===== config.mk =====
export PLATFORM = sky130hd
export DESIGN_NAME = elastic_pipeline_stage
export DESIGN_NICKNAME = d
export VERILOG_FILES = /design/src/rtl/elastic_pipeline_stage.sv
export SDC_FILE = /design/constraint.sdc
export NUM_CORES = 1
export LEC_CHECK = 0
export BUFFER_PORTS_ARGS = -buffer_cell sky130_fd_sc_hd__buf_2
export CAP_MARGIN = 0
export CORE_MARGIN = 2
export CORE_UTILIZATION = 35
export CTS_BUF_LIST = sky130_fd_sc_hd__clkbuf_2 sky130_fd_sc_hd__clkbuf_4 sky130_fd_sc_hd__clkbuf_8
export CTS_CLUSTER_SIZE = 10
export DETAILED_ROUTE_END_ITERATION = 16
export HOLD_SLACK_MARGIN = 0.03
export PLACE_DENSITY_LB_ADDON = 0.08
export SLEW_MARGIN = 20
export SYNTH_ARGS = -nofsm -noshare
export SYNTH_HDL_FRONTEND = slang
export SYNTH_SLANG_ARGS = --single-unit

===== constraint.sdc =====
create_clock -name clk -period 3.52 [get_ports clk]
set_input_delay 0.704 -clock clk [delete_from_list [all_inputs] [get_ports clk]]
set_output_delay 0.704 -clock clk [all_outputs]
set_load 0.1 [all_outputs]

===== src/rtl/elastic_pipeline_stage.sv =====
// Elastic DEPTH-entry valid/ready stage with synchronous flush and output bubble.
// Optional back-pressure counter is built when ELASTIC_STAGE_STALL_CNT_EN is defined.
module elastic_pipeline_stage #(
  parameter int WIDTH = 32,
  parameter int DEPTH = 2
) (
  input  logic                         clk,
  input  logic                         rst_n,
  input  logic                         flush_i,
  input  logic                         global_flush_i,
  input  logic                         bubble_i,
  input  logic                         valid_i,
  output logic                         ready_o,
  input  logic [WIDTH-1:0]             data_i,
  output logic                         valid_o,
  input  logic                         ready_i,
  output logic [WIDTH-1:0]             data_o,
  output logic [$clog2(DEPTH+1)-1:0]   count_o,
  output logic [31:0]                  stall_cnt_o
);

  localparam int PTR_W = (DEPTH > 1) ? $clog2(DEPTH) : 1;
  localparam int CNT_W = $clog2(DEPTH + 1);
  localparam logic [PTR_W-1:0] LAST_PTR = PTR_W'(DEPTH - 1);
  localparam logic [CNT_W-1:0] FULL_CNT = CNT_W'(DEPTH);

  logic [WIDTH-1:0] mem_p0 [DEPTH];
  logic [PTR_W-1:0] wr_ptr_p0;
  logic [PTR_W-1:0] rd_ptr_p0;
  logic [CNT_W-1:0] count_p0;
  logic             vld_p0;
  logic             flush;
  logic             push;
  logic             pop;

  // Pointers wrap explicitly so non-power-of-two depths work.
  function automatic logic [PTR_W-1:0] ptr_inc(input logic [PTR_W-1:0] p);
    return (p == LAST_PTR) ? '0 : p + 1'b1;
  endfunction

  function automatic logic [31:0] sat_inc(input logic [31:0] v);
    return (v == 32'hFFFF_FFFF) ? v : v + 32'd1;
  endfunction

  assign flush   = flush_i | global_flush_i;
  assign ready_o = (count_p0 < FULL_CNT);
  assign vld_p0  = (count_p0 != '0) && !bubble_i;
  assign push    = valid_i && ready_o;
  assign pop     = vld_p0 && ready_i;
  assign valid_o = vld_p0;
  assign data_o  = vld_p0 ? mem_p0[rd_ptr_p0] : '0;
  assign count_o = count_p0;

  // ---- stage p0: control state ----
  always_ff @(posedge clk or negedge rst_n) begin
    if (!rst_n) begin
      wr_ptr_p0 <= '0;
      rd_ptr_p0 <= '0;
      count_p0  <= '0;
    end else if (flush) begin
      wr_ptr_p0 <= '0;
      rd_ptr_p0 <= '0;
      count_p0  <= '0;
    end else begin
      if (push) wr_ptr_p0 <= ptr_inc(wr_ptr_p0);
      if (pop)  rd_ptr_p0 <= ptr_inc(rd_ptr_p0);
      case ({push, pop})
        2'b10:   count_p0 <= count_p0 + 1'b1;
        2'b01:   count_p0 <= count_p0 - 1'b1;
        default: count_p0 <= count_p0;
      endcase
    end
  end

  // ---- stage p0: payload storage ----
  always_ff @(posedge clk) begin
    if (push && !flush) mem_p0[wr_ptr_p0] <= data_i;
  end

`ifdef ELASTIC_STAGE_STALL_CNT_EN
  logic [31:0] stall_cnt_p0;

  // Flushes deliberately leave the counter alone; only reset clears it.
  always_ff @(posedge clk or negedge rst_n) begin
    if (!rst_n) begin
      stall_cnt_p0 <= '0;
    end else if (vld_p0 && !ready_i) begin
      stall_cnt_p0 <= sat_inc(stall_cnt_p0);
    end
  end

  assign stall_cnt_o = stall_cnt_p0;
`else
  assign stall_cnt_o = 32'd0;
`endif

endmodule

==> results.cfg <==
[outcome]
outcome = complete, no violations

[synth]
netlist_area_um2 = 2913
synth.distinct_cells = 23
synth_ff_type = edfxtp_1
synth.area.top_cells = edfxtp_1 66%, mux2i_1 11%, buf_4 8.2%
ys_seq_area_share_pct = 69.42
synth_seq_cells = 68
synth_largest_area_cell = edfxtp_1
synth-edff-count = 64
yosysWarnings = 0
async_reset_ff_share_pct = 5.882
syn_area_per_cell_um2 = 14.64
yosysTopAreaCellShare_pct = 65.98
synth_cells = 199

[route]
drt-initial-drc-count = 44
vias = 1640
drt_pass1_iterations = 4
vias_per_cell = 4.238
wl_per_cell_um = 13.17
routed_wl_um = 5098
drc = 0
ant_nets = 0

[finish]
antennaDiodeCount = 0
syn_to_final_growth_pct = 20.10
drive_gt1_share_pct = 34.04
final_area_um2 = 3498
final_nets = 316
multi_input_area_um2 = 705.7
fill_cells = 790
final-seq-area_um2 = 2023

[grt]
grt.total_usage_pct = 11.81
grt_start_max_net_pins = 35
grt_antenna_before_repair = 0
grt-ovfl-total = 0
grt_pass1_wl_um = 7672
grt_pass1_vias = 1562

[cts]
clk_pin_slew_worst_paths_ns = 0.07
cts_hold_buf = 0
postCtsSetupBuffers = 0
tritoncts = yes
cts-root-buf = clkbuf_8
clock-sinks = 68
htreeDepth = 3
cts_buffers = 9
ctsResizeCount = 0
clk_path_buf_depth = 2
clk-insertion-delay-late_ns = 0.33

[worst_setup_path]
crit_start = count_o[0]
reg2reg_depth = 4
critPathLaunchType = register
crit_path_end_kind = output port
path_class = reg -> out
r2r_slack_ns = 1.53
r2r_end = mem_p0[0][21]
cp_max_fo = 19
crit_required_ns = 2.82
crit_arrival_ns = 2.27
rr_startpoint = count_o[1]

[timing]
slew_viol_final = 0
hold_viol = 0
fmax_ghz = 0.3365
period_share_pct = 84.44
setup_viol = 0
post-route-min-period_ns = 2.972
final.setup_skew_ns = 0.008700
rsz0062_at_grt = false
slew_headroom_pct = 33.25
tightest_slew_ns = 1.001
fin_ws_ns = 0.5479

[power_and_ir_drop]
leakage_nw = 1.365
total_power_w = 0.001963
vdd_ir_drop_max_uv = 255.7
power_density_nw_per_um2 = 561.1

[placed_design]
place_ws_ns = 0.5102
placed_cell_area_um2 = 3257
dpl.hpwl_um = 3268
finalWeightedCongestion = 0.7265
port_buffers = 74

[die]
initial_utilization_pct = 35.81
rows = 33
core_area_um2 = 8134
io_pins = 107
die_area_um2 = 9068
die_x_um = 95.23
fp.dieH_um = 95.23

[job]
cap_violations = 0

[hold_path]
min-delay-path-class = in -> async
[logic make-up after synthesis]
family / after synthesis / synth area share [%]
other: 1 / 0.1287
xor gates and xnor gates: 2 / 0.6015
and+or+nand+nor: 47 / 7.003
DFF: 68 / 69.42
buffers and inverters: 43 / 10.65
AOI/OAI and AO/OA: 6 / 1.203
muxes: 32 / 11.00
[critical path, stage by stage (launching register included)]
cell and delay (ns):
dfrtp_1 0.45, nor2_1 0.09, or2_1 0.49, buf_4 0.33, nor2_1 0.14, buf_2 0.44
[metal layers]
layer	up-vias	share of wire, %	global-route usage, %
li1	796	-	-
met1	761	42	13.78
met2	73	49	19.54
met3	10	6.4	3.162
met4	0	2.4	6.884
met5	-	0	0
[registers in the layout, indices dropped and copies added (netlist names)]
| register | flops |
|---|---|
| wr_ptr_p0 | 1 |
| mem_p0 | 64 |
| count_o | 2 |
| rd_ptr_p0 | 1 |
[report_power, final]
group	internal, W	leakage [nW]	switching (W)
combinational	0.0000341	0.613	0.000250
sequential	0.000902	0.634	0.00000672
clock	0.000479	0.118	0.000292
[metrics by stage]
step                      TNS, ns  cells  hold slack [ns]  utilization [%]
final                           0    387           0.1660            43.01
after global routing            0    387           0.1494            43.01
after CTS                       0    387           0.1484            43.01
after detailed placement        0    371           0.5175            40.04
after global placement          0    371           0.5180            40.04
after floorplan            -1.978    230           0.4084                -
[how the worst max path moves through the flow]
stage	cells after the start	end	slack (ns)
final	5	data_o[15]	0.55
after global routing	5	data_o[15]	0.28
after CTS	5	data_o[15]	0.43
after detailed placement	5	data_o[15]	0.51
after global placement	5	data_o[15]	0.51
after floorplan	5	data_o[0]	-0.07
[layout make-up]
cell class / instances / area share [%]
multi-input cells: 119 / 20.17
well taps: 105 / 3.755
flip-flops and latches: 68 / 57.83
clock buffers: 10 / 3.755
inverters: 3 / 0.3219
clock inverters: 6 / 3.147
repair buffers: 76 / 11.02
[placed cells by master, fill, tap and decap left out, types with 3 or more instances in the layout]
master and count:
buf_2 74, edfxtp_1 64, nor2_1 35, mux2i_1 32, conb_1 32, clkbuf_8 9
inv_1 3, bufinv_16 3, dfrtp_1 3
[cells in the mapped netlist (2+ instances only)]
| master | instances |
|---|---|
| edfxtp_1 | 64 |
| nor2_1 | 36 |
| buf_4 | 32 |
| mux2i_1 | 32 |
| buf_2 | 5 |
| dfrtp_1 | 4 |
| buf_6 | 3 |
| inv_1 | 3 |
| a21oi_1 | 2 |
| nand2_1 | 2 |
| o211ai_1 | 2 |
| o21ai_0 | 2 |
| xnor2_1 | 2 |
Power figures use the tool's default switching activity.
